[src/rtl/bus_master_arbiter_pkg.sv]
// Shared types and helpers for the system-bus master arbiter.
package bus_master_arbiter_pkg;

  // Transaction FSM: arbitrate, hold slave bus until ready/timeout, pulse response.
  typedef enum logic [1:0] {
    ST_IDLE = 2'd0,
    ST_BUSY = 2'd1,
    ST_RESP = 2'd2
  } state_e;

  localparam int unsigned WE_W   = 4;
  localparam int unsigned DEF_AW = 32;
  localparam int unsigned DEF_DW = 32;

  // Width of a master index; a single master still needs one bit.
  function automatic int unsigned idx_width(input int unsigned n);
    return (n <= 1) ? 1 : $clog2(n);
  endfunction

endpackage

[src/rtl/bus_master_arbiter_rr_priority_pick.sv]
// Combinational winner selection: fixed (lowest index) or round robin after a pointer.
module rr_priority_pick #(
  parameter int unsigned N  = 2,
  parameter int unsigned IW = 1
) (
  input  logic [N-1:0]  req_i,
  input  logic [IW-1:0] ptr_i,
  input  logic          rr_mode_i,
  output logic [N-1:0]  win_oh_o,
  output logic [IW-1:0] win_idx_o,
  output logic          valid_o
);

  int unsigned cand;

  // Scan candidates in priority order; the first requesting one wins.
  always_comb begin
    win_oh_o  = '0;
    win_idx_o = '0;
    valid_o   = 1'b0;
    cand      = 0;
    for (int unsigned k = 0; k < N; k++) begin
      // Round robin starts one past the last winner and wraps.
      cand = rr_mode_i ? ((32'(ptr_i) + k + 1) % N) : k;
      for (int unsigned i = 0; i < N; i++) begin
        if (!valid_o && (cand == i) && req_i[i]) begin
          valid_o     = 1'b1;
          win_oh_o[i] = 1'b1;
          win_idx_o   = IW'(i);
        end
      end
    end
  end

endmodule

[src/rtl/bus_master_arbiter.sv]
// N-master to single-slave system bus arbiter with registered slave bus and timeout.
module bus_master_arbiter
  import bus_master_arbiter_pkg::*;
#(
  parameter int unsigned N_MASTERS = 2,
  parameter int unsigned AW        = DEF_AW,
  parameter int unsigned DW        = DEF_DW,
  parameter int unsigned PRIO_MODE = 0,
  parameter int unsigned TIMEOUT   = 16
) (
  input  logic                      clk,
  input  logic                      RSTN,
  input  logic [N_MASTERS*AW-1:0]   m_addr,
  input  logic [N_MASTERS*DW-1:0]   m_wdata,
  input  logic [N_MASTERS-1:0]      m_rd,
  input  logic [N_MASTERS*DW/8-1:0] m_we,
  output logic [DW-1:0]             m_rdata,
  output logic [N_MASTERS-1:0]      m_ready,
  output logic [N_MASTERS-1:0]      m_err,
  output logic [N_MASTERS-1:0]      grant,
  output logic                      busy,
  output logic [AW-1:0]             s_addr,
  output logic [DW-1:0]             s_wdata,
  output logic                      s_rd,
  output logic [DW/8-1:0]           s_we,
  input  logic [DW-1:0]             s_rdata,
  input  logic                      s_ready
);

  localparam int unsigned BW = DW / 8;
  localparam int unsigned IW = idx_width(N_MASTERS);
  localparam int unsigned CW = $clog2(TIMEOUT);

  state_e                 state_q;
  logic [CW-1:0]          cnt_q;
  logic                   err_q;
  logic [IW-1:0]          ptr_q;
  logic [N_MASTERS-1:0]   grant_q;
  logic [N_MASTERS-1:0]   m_ready_q;
  logic [DW-1:0]          rdata_q;
  logic [AW-1:0]          s_addr_q;
  logic [DW-1:0]          s_wdata_q;
  logic                   s_rd_q;
  logic [BW-1:0]          s_we_q;

  logic [N_MASTERS-1:0]   req;
  logic [N_MASTERS-1:0]   win_oh;
  logic [IW-1:0]          win_idx;
  logic                   win_valid;
  logic [AW-1:0]          sel_addr;
  logic [DW-1:0]          sel_wdata;
  logic [BW-1:0]          sel_we;
  logic                   sel_rd;

  // A master requests when it reads or asserts any byte enable.
  always_comb begin
    for (int unsigned i = 0; i < N_MASTERS; i++) begin
      req[i] = m_rd[i] | (|m_we[i*BW +: BW]);
    end
  end

  rr_priority_pick #(
    .N  (N_MASTERS),
    .IW (IW)
  ) u_pick (
    .req_i     (req),
    .ptr_i     (ptr_q),
    .rr_mode_i (PRIO_MODE != 0),
    .win_oh_o  (win_oh),
    .win_idx_o (win_idx),
    .valid_o   (win_valid)
  );

  // Mux the winning master's request fields; a write suppresses the read strobe.
  always_comb begin
    sel_addr  = '0;
    sel_wdata = '0;
    sel_we    = '0;
    sel_rd    = 1'b0;
    for (int unsigned i = 0; i < N_MASTERS; i++) begin
      if (win_oh[i]) begin
        sel_addr  = m_addr[i*AW +: AW];
        sel_wdata = m_wdata[i*DW +: DW];
        sel_we    = m_we[i*BW +: BW];
        sel_rd    = m_rd[i];
      end
    end
    sel_rd = sel_rd & ~(|sel_we);
  end

  // Transaction FSM with all slave-bus and response outputs held in registers.
  always_ff @(posedge clk or negedge RSTN) begin
    if (!RSTN) begin
      state_q   <= ST_IDLE;
      cnt_q     <= '0;
      err_q     <= 1'b0;
      ptr_q     <= IW'(N_MASTERS - 1);
      grant_q   <= '0;
      m_ready_q <= '0;
      rdata_q   <= '0;
      s_addr_q  <= '0;
      s_wdata_q <= '0;
      s_rd_q    <= 1'b0;
      s_we_q    <= '0;
    end else begin
      unique case (state_q)
        ST_IDLE: begin
          if (win_valid) begin
            state_q   <= ST_BUSY;
            grant_q   <= win_oh;
            s_addr_q  <= sel_addr;
            s_wdata_q <= sel_wdata;
            s_we_q    <= sel_we;
            s_rd_q    <= sel_rd;
            cnt_q     <= '0;
            err_q     <= 1'b0;
            if (PRIO_MODE != 0) ptr_q <= win_idx;
          end
        end
        ST_BUSY: begin
          if (s_ready) begin
            // Ready beats a simultaneous timeout.
            state_q   <= ST_RESP;
            rdata_q   <= s_rd_q ? s_rdata : '0;
            err_q     <= 1'b0;
            m_ready_q <= grant_q;
            s_rd_q    <= 1'b0;
            s_we_q    <= '0;
          end else if (cnt_q == CW'(TIMEOUT - 1)) begin
            state_q   <= ST_RESP;
            rdata_q   <= '0;
            err_q     <= 1'b1;
            m_ready_q <= grant_q;
            s_rd_q    <= 1'b0;
            s_we_q    <= '0;
          end else begin
            cnt_q <= cnt_q + 1'b1;
          end
        end
        ST_RESP: begin
          state_q   <= ST_IDLE;
          m_ready_q <= '0;
          grant_q   <= '0;
          cnt_q     <= '0;
          err_q     <= 1'b0;
        end
        default: state_q <= ST_IDLE;
      endcase
    end
  end

  assign m_rdata = rdata_q;
  assign m_ready = m_ready_q;
  assign m_err   = m_ready_q & {N_MASTERS{err_q}};
  assign grant   = grant_q;
  assign busy    = (state_q != ST_IDLE);
  assign s_addr  = s_addr_q;
  assign s_wdata = s_wdata_q;
  assign s_rd    = s_rd_q;
  assign s_we    = s_we_q;

endmodule

[config.mk]
export PLATFORM = sky130hd
export DESIGN_NAME = bus_master_arbiter
export DESIGN_NICKNAME = d
export VERILOG_FILES = /design/src/rtl/bus_master_arbiter_pkg.sv /design/src/rtl/bus_master_arbiter_rr_priority_pick.sv /design/src/rtl/bus_master_arbiter.sv
export SDC_FILE = /design/constraint.sdc
export NUM_CORES = 1
export LEC_CHECK = 0
export CORE_UTILIZATION = 39
export CTS_BUF_LIST = sky130_fd_sc_hd__clkbuf_8
export DETAILED_ROUTE_END_ITERATION = 16
export PLACE_DENSITY = 0.82
export SYNTH_ARGS = -nofsm -noshare
export SYNTH_HDL_FRONTEND = slang
export SYNTH_SLANG_ARGS = --single-unit
[constraint.sdc]
create_clock -name clk -period 2 [get_ports clk]
set_input_delay 0.3 -clock clk [delete_from_list [all_inputs] [get_ports clk]]
set_output_delay 0.3 -clock clk [all_outputs]
set_load 0.02 [all_outputs]
==> summary.log, run 1 <==
INFO  critical_path  crit_path_max_fanout=2
INFO  detailed_routing drtPass1Iterations=6
INFO  pwr            power_frac_seq=34.5%
INFO  critical_path  r2r_setup_slack=310ps
INFO  synth          synthesis.nets=561
INFO  clock_network  clk_root_buffer_cell=clkbuf_8
INFO  pwr            max-vdd-ir-drop=891uV
INFO  floorplan      rows=40
INFO  detailed_routing drt_first_iter_violations=220
INFO  placed_design  buffer_ports.inserted=280
INFO  placed_design  gp_routability_congestion=0.806
INFO  critical_path  setup.worst_path.end_class=output port
INFO  clock_network  clock_latency=390ps
INFO  floorplan      die_area=12800squm
INFO  pwr            fraction_of_power_consumed_by_the_clock_network=13.1%
INFO  global_routing grt_pass1_wl=25.7mm
INFO  pwr            switching_share=37.9%
INFO  layout         design.final.nets=842
INFO  synth          count_of_synthesis_stage_warnings_from_yosys=0
INFO  timing         setup_viol_count_final=0
INFO  timing         timing.final.max_slew_violations=0
INFO  layout         antenna_cells=0
INFO  critical_path  timing.critical_path.from_type=register
INFO  clock_network  cts_inserted_buffers=9
INFO  detailed_routing drcViolationCount=0
INFO  pwr            power.combinational.fraction=52.4%
INFO  outcome        run_status=complete, no violations
INFO  synth          syn_area_per_cell=12.5squm
INFO  floorplan      die_width=113um
INFO  timing         finClkSkew=10.3ps
INFO  pwr            power.static_leakage=3.34nW
INFO  pwr            cell_internal_pwr=6.54mW
INFO  detailed_routing drt.antenna.violating_nets=0
INFO  clock_network  clock_sink_count=112
INFO  floorplan      fp.dieH=113um
INFO  synth          netlist_area=4820squm
INFO  timing         final_hold_viol_count=0
INFO  global_routing grt.total_usage=26.2%
INFO  placed_design  dp_hpwl=12.0mm
INFO  synth          synth-async-reset-ratio=100%
INFO  timing         hold_ws=445ps
INFO  floorplan      design.core.area=12000squm
INFO  timing         final.period_utilization=94.8%
INFO  clock_network  clock_path_buffers=2
INFO  critical_path  critical_path_at=1600ps
INFO  clock_network  tritoncts_clock_tree=yes
INFO  detailed_routing totalWireLength=16.5mm
INFO  global_routing via_count_of_the_first_global_routing_pass=4972
INFO  timing         finalSetupTns=0ps
INFO  clock_network  clock_slew_seen_by_the_registers_of_the_worst_setup_and_hold_paths=100ps
INFO  clock_network  cts.repair_timing.setup_buffer_count=0
INFO  synth          postSynth.topFlopCell=dfrtp_1
INFO  layout         flow.area_growth_from_synthesis=68.4%
INFO  synth          syn_inst=387
INFO  timing         slew_headroom=63.6%
INFO  global_routing gr-total-overflow=0
INFO  synth          synth_cell_type_count=36
INFO  critical_path  worst_path_required=1700ps
INFO  synth          synth_edf_count=0
INFO  timing         rsz0062_at_grt=false
INFO  detailed_routing wl_per_cell=20.1um
INFO  floorplan      io_pins=281
INFO  flow_run       drv.max_cap_violation_count=0
INFO  timing         min_clock_period_post_route=1900ps
INFO  layout         drive_above_1_share=10.1%
INFO  clock_network  cts_max_level=3
INFO  pwr            power.net_switching=3.99mW
INFO  synth          seq_area_frac_synth=58.1%
INFO  timing         fmax=0.527GHz
INFO  detailed_routing vias=4590
INFO  synth          postSynthRegisterBits=112
INFO  detailed_routing route.detailed.vias_per_inst=5.60
INFO  critical_path  path_class=reg -> out
INFO  pwr            power_density=1300nW/um^2
INFO  hold_path      hp-class=in -> async
INFO  global_routing grt_max_degree=46
INFO  global_routing grt_antenna_before_repair=0
INFO  floorplan      initial_utilization=40.2%
INFO  timing         worst_pin_slew=546ps
[final timing paths]
kind,startpoint,to,cells past startpoint
max,state_q[0],busy,3
min,RSTN,m_rdata[12],2
max reg2reg,state_q[0],s_wdata[14],4
min reg2reg,m_rdata[22],m_rdata[22],1
max in group asynchronous,RSTN,s_addr[13],3
min in group clk,s_rdata[19],m_rdata[19],2
[cells by family (layout without fill, tap and decap cells)]
group | count (synthesis) | count (layout) | synth area share, %
adder cells (fa/ha/maj) | 1 | 1 | 0.259
flip-flops | 112 | 112 | 58.1
AND/OR/NAND/NOR | 40 | 40 | 4.36
XOR/XNOR | 2 | 2 | 0.363
buffers and inverters | 43 | 329 | 4.51
multiplexers | 2 | 2 | 0.415
AO/OA/AOI/OAI | 187 | 187 | 32.0
[routing by layer]
| layer | part of all wire, % | wire length, um | global-route usage, % | up-vias |
|---|---|---|---|---|
| met5 | 0 | 0 | 0 | - |
| met4 | 3.7 | 607 | 13.8 | 0 |
| met3 | 6.3 | 1040 | 7.23 | 43 |
| met2 | 51 | 8340 | 45.4 | 194 |
| met1 | 39 | 6470 | 29.5 | 2272 |
| li1 | - | - | - | 2081 |
[registers in the layout, summed over array words and instances (netlist names)]
signal,flops
s_rd,1
err_q,1
s_we,4
grant,2
s_addr,32
m_ready,2
s_wdata,32
cnt_q,4
state_q,2
m_rdata,32
[power by group through the flow]
stage                     clock network (mW)  registers [mW]  logic (mW)
after floorplan                            0            4.50        1.97
after global placement                     0            3.61        5.37
after detailed placement                   0            3.64        5.52
after CTS                               1.42            3.63        5.52
after global routing                    1.51            3.73        5.77
final                                   1.38            3.63        5.51
[layout make-up]
cell class / count / area, sq um
Timing Repair Buffer: 307 / 3090
Tap cell: 147 / 184
Inverter: 6 / 22.5
Multi-Input combinational cell: 232 / 1820
Sequential cell: 112 / 2800
Fill cell: 889 / 3890
Clock inverter: 6 / 60.1
Clock buffer: 10 / 138
[cells in the final DEF, fill, tap and decap left out, drive strengths merged, types with 2 or more instances in the layout]
cell             n
a21oi            5
a22o            34
a2bb2oi         65
a31oi            4
and2             2
and3             3
buf             27
clkbuf          10
clkdlybuf4s50  279
clkinv           3
dfrtp          112
inv              7
mux2i            2
nand2            5
nand2b           2
nand3            6
nor2            13
nor3             3
o21ai            6
o22ai           66
o41ai            2
xor2             2
[what timing repair did]
action,CTS,global route
hold buffers,1,0
resized for setup,0,0
hold endpoints to repair,39,0
[cells in the mapped netlist (all sizes together) (3+ instances only)]
cell / n / area share [%]
nor3: 3 / 0.31
a22o: 34 / 6.2
clkbuf: 22 / 1.7
buf: 15 / 2.3
and3: 3 / 0.39
nand3: 6 / 0.62
o21ai: 6 / 0.62
a2bb2oi: 65 / 14
nand2: 5 / 0.39
dfrtp: 112 / 58
nor2: 13 / 1.1
o22ai: 66 / 8.6
a31oi: 4 / 0.52
inv: 6 / 0.47
a21oi: 5 / 0.60
[worst max-delay path, stage by stage (launching register included)]
cell,delay [ps]
dfrtp_1,410
nor2_4,50
inv_1,130
clkdlybuf4s50_1,620
[metrics by stage]
stage | power, mW | util [%] | cells | worst slack, ps | area (sq um)
4_1_cts | 10.6 | 67.6 | 820 | 76.6 | 8120
3_3_place_gp | 8.99 | 65.9 | 803 | -195 | 7920
5_1_grt | 11.0 | 67.6 | 820 | 50.0 | 8120
2_1_floorplan | 6.47 | - | 387 | 262 | 4820
3_5_place_dp | 9.16 | 65.9 | 803 | -208 | 7920
6_report | 10.5 | 67.6 | 820 | 104 | 8120
Note: power is estimated with default switching activity, not from simulation.
==> run 2, diff against run 1 <==
Settings changed: CORE_UTILIZATION 39 to 35, PLACE_DENSITY 0.82 to 0.78.
Clock period 2 ns to 1.55 ns, I/O delays scaled along.
==> summary.log, run 2 (synthesized netlist as in run 1, its figures left out) <==
INFO  layout         design.final.nets=878
INFO  floorplan      die_width=119um
INFO  pwr            max-vdd-ir-drop=816uV
INFO  timing         timing.final.max_slew_violations=0
INFO  placed_design  dp.cells=837
INFO  clock_network  cts_inserted_buffers=9
INFO  floorplan      design.core.area=13300squm
INFO  global_routing grt.total_usage=26.8%
INFO  timing         finalSetupTns=0ps
INFO  critical_path  worst-path-buf-inv=4
INFO  detailed_routing wl_per_cell=21.3um
INFO  layout         mostFrequentLayoutCells=164 x clkdlybuf4s50_1, 112 x dfrtp_1, 108 x dlygate4sd2_1
INFO  clock_network  clock_sink_count=112
INFO  global_routing gr-total-overflow=0
INFO  layout         layout.filler_cells=1048
INFO  global_routing grt_antenna_before_repair=0
INFO  layout         flow.area_growth_from_synthesis=81.2%
INFO  timing         final_hold_viol_count=0
INFO  critical_path  r2r_setup_slack=40ps
INFO  flow_run       drv.max_cap_violation_count=0
INFO  outcome        run_status=complete, no violations
INFO  detailed_routing drtPass1Iterations=4
INFO  placed_design  buffer_ports.inserted=280
INFO  timing         finClkSkew=11.6ps
INFO  timing         fmax=0.652GHz
INFO  floorplan      fp.dieH=119um
INFO  floorplan      io_pins=281
INFO  clock_network  clock_slew_seen_by_the_registers_of_the_worst_setup_and_hold_paths=110ps
INFO  placed_design  gp_routability_congestion=0.846
INFO  clock_network  clock_path_buffers=2
INFO  placed_design  dp_hpwl=11.3mm
INFO  critical_path  crit_path_top_delay_cell=or4_4
INFO  global_routing grt_pass1_wl=29.0mm
INFO  detailed_routing drt_first_iter_violations=265
INFO  timing         hold_ws=188ps
INFO  layout         drive_above_1_share=19.6%
INFO  pwr            power.static_leakage=3.87nW
INFO  layout         finalNonFillerCells=885
INFO  detailed_routing drcViolationCount=0
INFO  detailed_routing vias=4888
INFO  critical_path  path_class=in -> reg
INFO  global_routing via_count_of_the_first_global_routing_pass=5405
INFO  placed_design  dpl_worst_slack=-700ps
INFO  timing         slew_headroom=60.7%
INFO  floorplan      rows=42
INFO  clock_network  cts_max_level=3
INFO  floorplan      initial_utilization=36.1%
INFO  timing         post_layout_worst_setup_margin=17.3ps
INFO  timing         setup_viol_count_final=0
INFO  critical_path  timing.critical_path.from_type=input port
INFO  hold_path      hp-class=in -> async
INFO  clock_network  clock_latency=390ps
INFO  timing         final.period_utilization=98.9%
INFO  detailed_routing drt.antenna.violating_nets=0
INFO  layout         layout_commonest_cell=clkdlybuf4s50_1
INFO  clock_network  tritoncts_clock_tree=yes
INFO  global_routing grt_max_degree=108
INFO  clock_network  clk_root_buffer_cell=clkbuf_8
INFO  timing         rsz0062_at_grt=true
INFO  critical_path  cpPeakStageDelay=560ps
INFO  floorplan      die_area=14300squm
INFO  critical_path  crit_path_cell_trace=buf_2 > or4_4 > buf_6 > o211ai_4 > buf_8 > buf_12 > o22ai_1 > a2bb2oi_1
INFO  critical_path  category_of_cells_accounting_for_the_largest_share_of_critical_path_delay=buffers and inverters
INFO  critical_path  setup.worst_path.end_class=register
INFO  timing         worst_pin_slew=589ps
INFO  critical_path  critical_path_at=1840ps
INFO  critical_path  crit_path_max_fanout=8
INFO  timing         min_clock_period_post_route=1530ps
INFO  detailed_routing totalWireLength=18.8mm
INFO  layout         antenna_cells=0
INFO  critical_path  worst_path_required=1860ps
INFO  pwr            power_density=1560nW/um^2
INFO  detailed_routing route.detailed.vias_per_inst=5.52
==> run 2: stage by stage <==
step	power [mW]	utilization [%]	cell area [sq um]
final	13.6	65.5	8740
after global routing	14.3	65.5	8740
after CTS	13.4	65.1	8690
after detailed placement	11.9	60.2	8040
after global placement	11.8	60.2	8040
after floorplan	8.38	-	4880
==> run 2: worst register-to-register path: stages (launching register included) <==
cell       delay [ps]
dfrtp_1           420
buf_4             190
nor2b_1           210
nand2_2           140
clkbuf_16         210
a22o_1            240
==> run 2: final timing paths <==
check | startpoint | depth (start not counted) | end
worst max-delay path | m_we[4] | 8 | s_wdata[30]
min in group clk | m_we[4] | 3 | s_we[0]
worst max register to register | state_q[1] | 5 | m_rdata[4]
worst min register to register | m_rdata[1] | 1 | m_rdata[1]
worst min-delay path | RSTN | 2 | s_addr[12]
max in group asynchronous | RSTN | 3 | s_wdata[24]
==> run 2: report_power, final <==
group          leakage [nW]  switching, mW  internal (mW)  total, mW
logic                  2.43           3.70           3.66       7.36
clock network        0.0873           1.06          0.602       1.66
registers              1.36          0.666           3.96       4.62
==> run 2: repair_timing <==
item,CTS,global route
hold buffers,1,0
gates resized for setup,158,20
setup buffers,17,5
gates cloned,12,2
pin swaps,17,6
setup endpoints to repair,184,44
endpoints found under the hold margin,69,0
==> run 2: area by class of cell <==
class                           instances  area [sq um]  area share [%]
Inverter                                6          22.5           0.258
Tap cell                              176           220            2.52
Multi-Input combinational cell        232          2020            23.2
Sequential cell                       112          2800            32.1
Clock inverter                          7          57.6           0.658
Clock buffer                            9           124            1.42
Timing Repair Buffer                  343          3490            39.9
==> run 2: metal layers <==
| layer | wire length, um | GRT usage [%] | vias to the layer above | share of wire (%) |
|---|---|---|---|---|
| met5 | 0 | 0 | - | 0 |
| met4 | 789 | 14.7 | 0 | 4.2 |
| met3 | 1260 | 6.61 | 56 | 6.7 |
| li1 | - | - | 2159 | - |
| met2 | 9330 | 45.7 | 242 | 50 |
| met1 | 7430 | 30.9 | 2431 | 40 |
==> run 3, diff against run 2 <==
Settings changed: ABC_AREA set to 1, CORE_UTILIZATION 35 to 36, CTS_BUF_LIST sky130_fd_sc_hd__clkbuf_8 to sky130_fd_sc_hd__clkbuf_2 sky130_fd_sc_hd__clkbuf_4 sky130_fd_sc_hd__clkbuf_8, PLACE_DENSITY 0.78 to 0.79.
==> summary.log, run 3 <==
INFO  outcome        run_status=complete, no violations
INFO  timing         timing.final.max_slew_violations=0
INFO  flow_run       drv.max_cap_violation_count=0
INFO  global_routing grt.total_usage=22.2%
INFO  placed_design  placed_cell_area=8320squm
INFO  synth          synthesis.nets=754
INFO  synth          synth_largest_area_cell=dfrtp_1
INFO  synth          synth-async-reset-ratio=100%
INFO  floorplan      die_width=121um
INFO  critical_path  cpMostUsedCell=buf_4
INFO  layout         drive_above_1_share=10.2%
INFO  timing         setup_viol_count_final=0
INFO  global_routing grt_antenna_before_repair=0
INFO  detailed_routing wl_per_cell=15.0um
INFO  pwr            max-vdd-ir-drop=776uV
INFO  placed_design  dp_hpwl=11.9mm
INFO  pwr            power_frac_seq=35.1%
INFO  critical_path  setup.worst_path.end_class=register
INFO  layout         finalNonFillerCells=1067
INFO  clock_network  clk_root_buffer_cell=clkbuf_8
INFO  placed_design  dp.cells=1048
INFO  timing         slew_headroom=70.0%
INFO  pwr            total_power=12.6mW
INFO  synth          synth_cell_type_count=29
INFO  synth          yosysTopAreaCellShare=55.4%
INFO  timing         final_hold_viol_count=0
INFO  synth          synth_most_common_cell=nand2_1
INFO  critical_path  crit_path_top_delay_cell=dfrtp_1
INFO  detailed_routing vias=5001
INFO  critical_path  crit_path_cell_trace=buf_4 > nor2_4 > nand3_2 > buf_4 > o21ai_0
INFO  synth          synth_edf_count=0
INFO  pwr            power.net_switching=5.22mW
INFO  synth          syn_area_per_cell=8.72squm
INFO  clock_network  clock_slew_seen_by_the_registers_of_the_worst_setup_and_hold_paths=110ps
INFO  floorplan      fp.dieH=121um
INFO  placed_design  gp_routability_congestion=0.800
INFO  layout         mostFrequentLayoutCells=209 x nand2_1, 171 x clkdlybuf4s50_1, 112 x dfrtp_1
INFO  synth          seq_area_frac_synth=55.4%
INFO  critical_path  worst-path-buf-inv=2
INFO  synth          synth_top_cells_by_area=dfrtp_1 55%, nand2_1 16%, nand3_1 3.8%, o21ai_0 3.4%, inv_1 3.3%
INFO  timing         worst_pin_slew=451ps
INFO  clock_network  cts_inserted_buffers=9
INFO  critical_path  path_class=reg -> reg
INFO  critical_path  crit_path_max_fanout=32
INFO  clock_network  clock_latency=380ps
INFO  critical_path  cpPeakStageDelay=420ps
INFO  layout         final-seq-area=2800squm
INFO  floorplan      design.core.area=13500squm
INFO  floorplan      rows=42
INFO  timing         finClkSkew=10.7ps
INFO  clock_network  cts_max_level=3
INFO  placed_design  buffer_ports.inserted=280
INFO  layout         design.final.nets=1060
INFO  pwr            fraction_of_power_consumed_by_the_clock_network=14.3%
INFO  timing         min_clock_period_post_route=1480ps
INFO  critical_path  timing.critical_path.from_type=register
INFO  synth          netlist_top_cells_count=210 x nand2_1, 112 x dfrtp_1, 45 x inv_1
INFO  detailed_routing totalWireLength=16.0mm
INFO  global_routing gr-total-overflow=0
INFO  floorplan      io_pins=281
INFO  hold_path      hp-class=in -> reg
INFO  timing         hold_ws=393ps
INFO  layout         layout_commonest_cell=nand2_1
INFO  synth          netlist_area=5060squm
INFO  critical_path  worst_path_required=1830ps
INFO  detailed_routing drt.antenna.violating_nets=0
INFO  layout         antenna_cells=0
INFO  layout         flow.area_growth_from_synthesis=67.6%
INFO  synth          postSynthRegisterBits=112
INFO  synth          count_of_synthesis_stage_warnings_from_yosys=0
INFO  pwr            power.static_leakage=4.22nW
INFO  detailed_routing drt_first_iter_violations=219
INFO  layout         layout.filler_cells=1183
INFO  pwr            power_density=1490nW/um^2
INFO  floorplan      die_area=14500squm
INFO  layout         multi_input_comb_area=1910squm
INFO  detailed_routing drcViolationCount=0
INFO  floorplan      initial_utilization=37.6%
INFO  global_routing grt_pass1_wl=24.9mm
INFO  timing         fmax=0.675GHz
INFO  critical_path  category_of_cells_accounting_for_the_largest_share_of_critical_path_delay=flip-flops
INFO  timing         final.period_utilization=95.6%
INFO  clock_network  clock_path_buffers=2
INFO  clock_network  clock_sink_count=112
INFO  synth          syn_inst=580
INFO  pwr            switching_share=41.3%
INFO  pwr            power.combinational.fraction=50.5%
INFO  synth          postSynth.topFlopCell=dfrtp_1
INFO  clock_network  cts.repair_timing.setup_buffer_count=0
INFO  detailed_routing drtPass1Iterations=7
INFO  timing         finalSetupTns=0ps
INFO  layout         postLayoutCellArea=8480squm
INFO  global_routing grt_max_degree=78
INFO  detailed_routing route.detailed.vias_per_inst=4.69
INFO  clock_network  tritoncts_clock_tree=yes
INFO  global_routing via_count_of_the_first_global_routing_pass=5000
INFO  pwr            cell_internal_pwr=7.42mW
INFO  critical_path  critical_path_at=1770ps
-- run 3: power groups by stage --
stage / clock (mW) / combinational, mW / sequential (mW)
floorplan: 0 / 2.44 / 5.60
global placement: 0 / 6.88 / 4.48
detailed placement: 0 / 6.95 / 4.53
CTS: 1.89 / 6.33 / 4.44
global route: 2.00 / 6.89 / 4.57
finish: 1.81 / 6.39 / 4.44
-- run 3: layer usage --
metal  global-route usage (%)  share of wire [%]  vias to the layer above
met1                     25.7                 40                     2293
li1                         -                  -                     2475
met4                     7.41                2.0                        0
met2                     38.5                 50                      210
met5                        0                  0                        -
met3                     7.12                8.1                       23
-- run 3: path summary, 6_finish.rpt --
path | start | endpoint | slack, ps | depth (start not counted)
min in group asynchronous | RSTN | s_wdata[19] | 450 | 3
worst min register to register | s_wdata[18] | s_wdata[18] | 480 | 2
worst max register to register | state_q[1] | m_rdata[8] | 70 | 5
worst max-delay path | state_q[1] | m_rdata[8] | 70 | 5
max in group asynchronous | RSTN | m_rdata[9] | 760 | 3
worst min-delay path | s_rdata[4] | m_rdata[4] | 390 | 3
-- run 3: cells by family (layout without fill, tap and decap cells) --
group	Yosys count	count (layout)	share of synthesized area (%)
simple gates	302	302	25.3
flops	112	112	55.4
compound gates	88	88	11.4
buf+inv	76	387	7.42
fa+ha+maj	1	1	0.247
xor+xnor	1	1	0.173
-- run 3: worst register-to-register path, stage by stage, from the launching register on --
cell and delay [ps]:
dfrtp_1 420, buf_4 170, nor2_4 220, nand3_2 80
buf_4 240, o21ai_0 250
-- run 3: area by class of cell --
cell class                      count  share of cell area [%]
Clock inverter                      6                   0.782
Timing Repair Buffer              323                    37.3
Sequential cell                   112                    33.1
Multi-Input combinational cell    392                    22.5
Clock buffer                       10                    1.62
Tap cell                          176                    2.60
Inverter                           48                    2.16
-- run 3: repair_timing --
item | 4_1_cts | 5_1_grt
cloned | 0 | 2
pin swaps | 0 | 4
resized for setup | 110 | 8
endpoints found under the setup margin | 108 | 40
endpoints found under the hold margin | 112 | 0
hold buffers | 1 | 0
-- run 3: stage by stage --
stage | utilization (%) | setup slack, ps
finish | 63.0 | 68.2
global placement | 61.9 | -287
detailed placement | 61.9 | -281
global route | 63.0 | -20.8
CTS | 62.5 | 5.46
floorplan | - | 190
==> patch: new RTL, settings of run 2 <==
Make the reset (`RSTN`) synchronous in one clocked block.
--- a/src/rtl/bus_master_arbiter.sv
+++ b/src/rtl/bus_master_arbiter.sv
@@ -90,5 +90,5 @@
 
   // Transaction FSM with all slave-bus and response outputs held in registers.
-  always_ff @(posedge clk or negedge RSTN) begin
+  always_ff @(posedge clk) begin
     if (!RSTN) begin
       state_q   <= ST_IDLE;
Formal check against the unedited RTL: differs if RSTN is asserted again (counterexample within 4 cycles, from zero or initial values and one cycle with RSTN low); with RSTN held inactive, the same outputs for 4 cycles.
==> patch against run 2 <==
  * Worst setup slack got worse by 0.014 ns
  * Synthesized cell count rose by 47%
  * Cell area is 2.5% lower
  * Cell count increased by 17%
  * Synthesized area is 3.1% higher
  * Sequential cell count did not move
  * Routed wire length fell by 0.63%
  * Sequential share of layout area decreased by 5.7 points
Power is not compared: it rests on default switching activity, and its combinational part moved more than twofold at a synthesized area within 25%.
==> patch: results (changes against run 2) <==
[grt]
grt_pass1_vias = 5147  ; -4.8%
grt_use_met1_pct = 29.9  ; -1.0 points
grt_max_degree = 74  ; -31%
antenna_found_initial = 1  ; +1
grt_util_met3_pct = 5.69  ; -0.92 points
grt_first_pass_wirelength_mm = 27.5  ; -5.4%
grtUsageMet2_pct = 39.7  ; -6.0 points
grt_usage_pct = 24.1  ; -2.7 points

[drt]
dr_wl_met3_mm = 1.25  ; about the same
wl_met2_mm = 9.02  ; -3.4%
firstDrtPassIters = 5  ; +1
vias = 5552  ; +14%
first_iter_violations = 336  ; +27%
wl_met1_mm = 7.93  ; +6.7%
routedWlPerCell_um = 18.1  ; -15%

[yosys]
yosysSeqAreaShare_pct = 45.1  ; -13 points
synth.mux.area_fraction_pct = 0  ; -0.41 points
yosys_warnings = 0  ; unchanged
synth_commonest_cells = dfxtp_1 (112), a21oi_1 (72), o21ai_0 (69)
synthTopCellsByArea = dfxtp_1 (45%), or3_1 (8.0%), a21oi_1 (7.2%), o21ai_0 (6.9%), o22ai_1 (5.5%)
synthAdderAreaFrac_pct = 0.251  ; -0.0079 points
mappedNetlistNets = 744  ; +33%
ys_types = 39  ; +8.3%
synth_xor_area_share_pct = 0.528  ; +0.16 points
syn_avg_cell_area_sq_um = 8.73  ; -30%
synth_compound_area_share_pct = 31.6  ; -0.37 points
synth_ff_type = dfxtp_1
synthArstFlopShare_pct = 0  ; -100 points

[final_layout]
final_cells = 1032  ; +17%
drive_above_1_share_pct = 13.5  ; -6.1 points
layout.nets = 1020  ; +16%

[critical_path]
cpPeakStageDelay_ns = 0.51  ; -0.05 ns
rrSetupSlack_ns = 0.06  ; +0.02 ns
slowest_stage = or3_4
crit_family = simple AND/OR/NAND/NOR gates
critPathArrivalTime_ns = 1.79  ; -0.05 ns
cp_max_fo = 14  ; +6
rr_worst_depth = 7  ; +2

[placed_design]
dpl_cell_area_sq_um = 8160  ; +1.5%
preCtsSetupSlack_ns = -0.586  ; +0.114 ns
dpl.hpwl_mm = 12.2  ; +8.5%
gp_congestion = 0.827  ; -2.3%

[clock_network]
clk_pin_slew_ns = 0.11  ; about the same
clockBufferDepth = 2  ; unchanged
cts_buffers = 9  ; unchanged

[pwr]
p_leak_nw = 3.46
ir_worst_vdd_mv = 0.531
clkPwrFrac_pct = 26.4

[outcome]
outcome = finished, final reports clean

[sta]
worst_pin_slew_ns = 0.744  ; +0.155 ns
clock.fmax_mhz = 646  ; -0.91%
hold-worst-slack_ns = 0.190  ; +0.00176 ns
fin_worst_skew_ns = 0.0102  ; -0.00145 ns

[hold_path]
whs_path_depth = 3
hp-class = in2reg

[patch: cell type report]
cell class / instances / area (sq um)
Multi-Input combinational cell: 390 / 2530
Timing Repair Buffer: 329 / 3310
Clock buffer: 9 / 124
Clock inverter: 7 / 71.3
Antenna cell: 1 / 2.50
Inverter: 4 / 15.0
Sequential cell: 112 / 2240
Tap cell: 180 / 225
Fill cell: 1254 / 5350
[patch: timing repair]
action | CTS | global route
buffers inserted | 3 | 1
hold buffers | 0 | 0
gates cloned | 3 | 3
setup endpoints to repair | 180 | 92
pin swaps | 3 | 2
resized for setup | 127 | 33
[patch: final timing paths]
| check | to | startpoint |
|---|---|---|
| setup / recovery | s_addr[4] | m_we[3] |
| hold reg to reg | s_we[3] | s_we[3] |
| hold / removal | state_q[1] | RSTN |
| setup reg to reg | s_wdata[22] | state_q[1] |
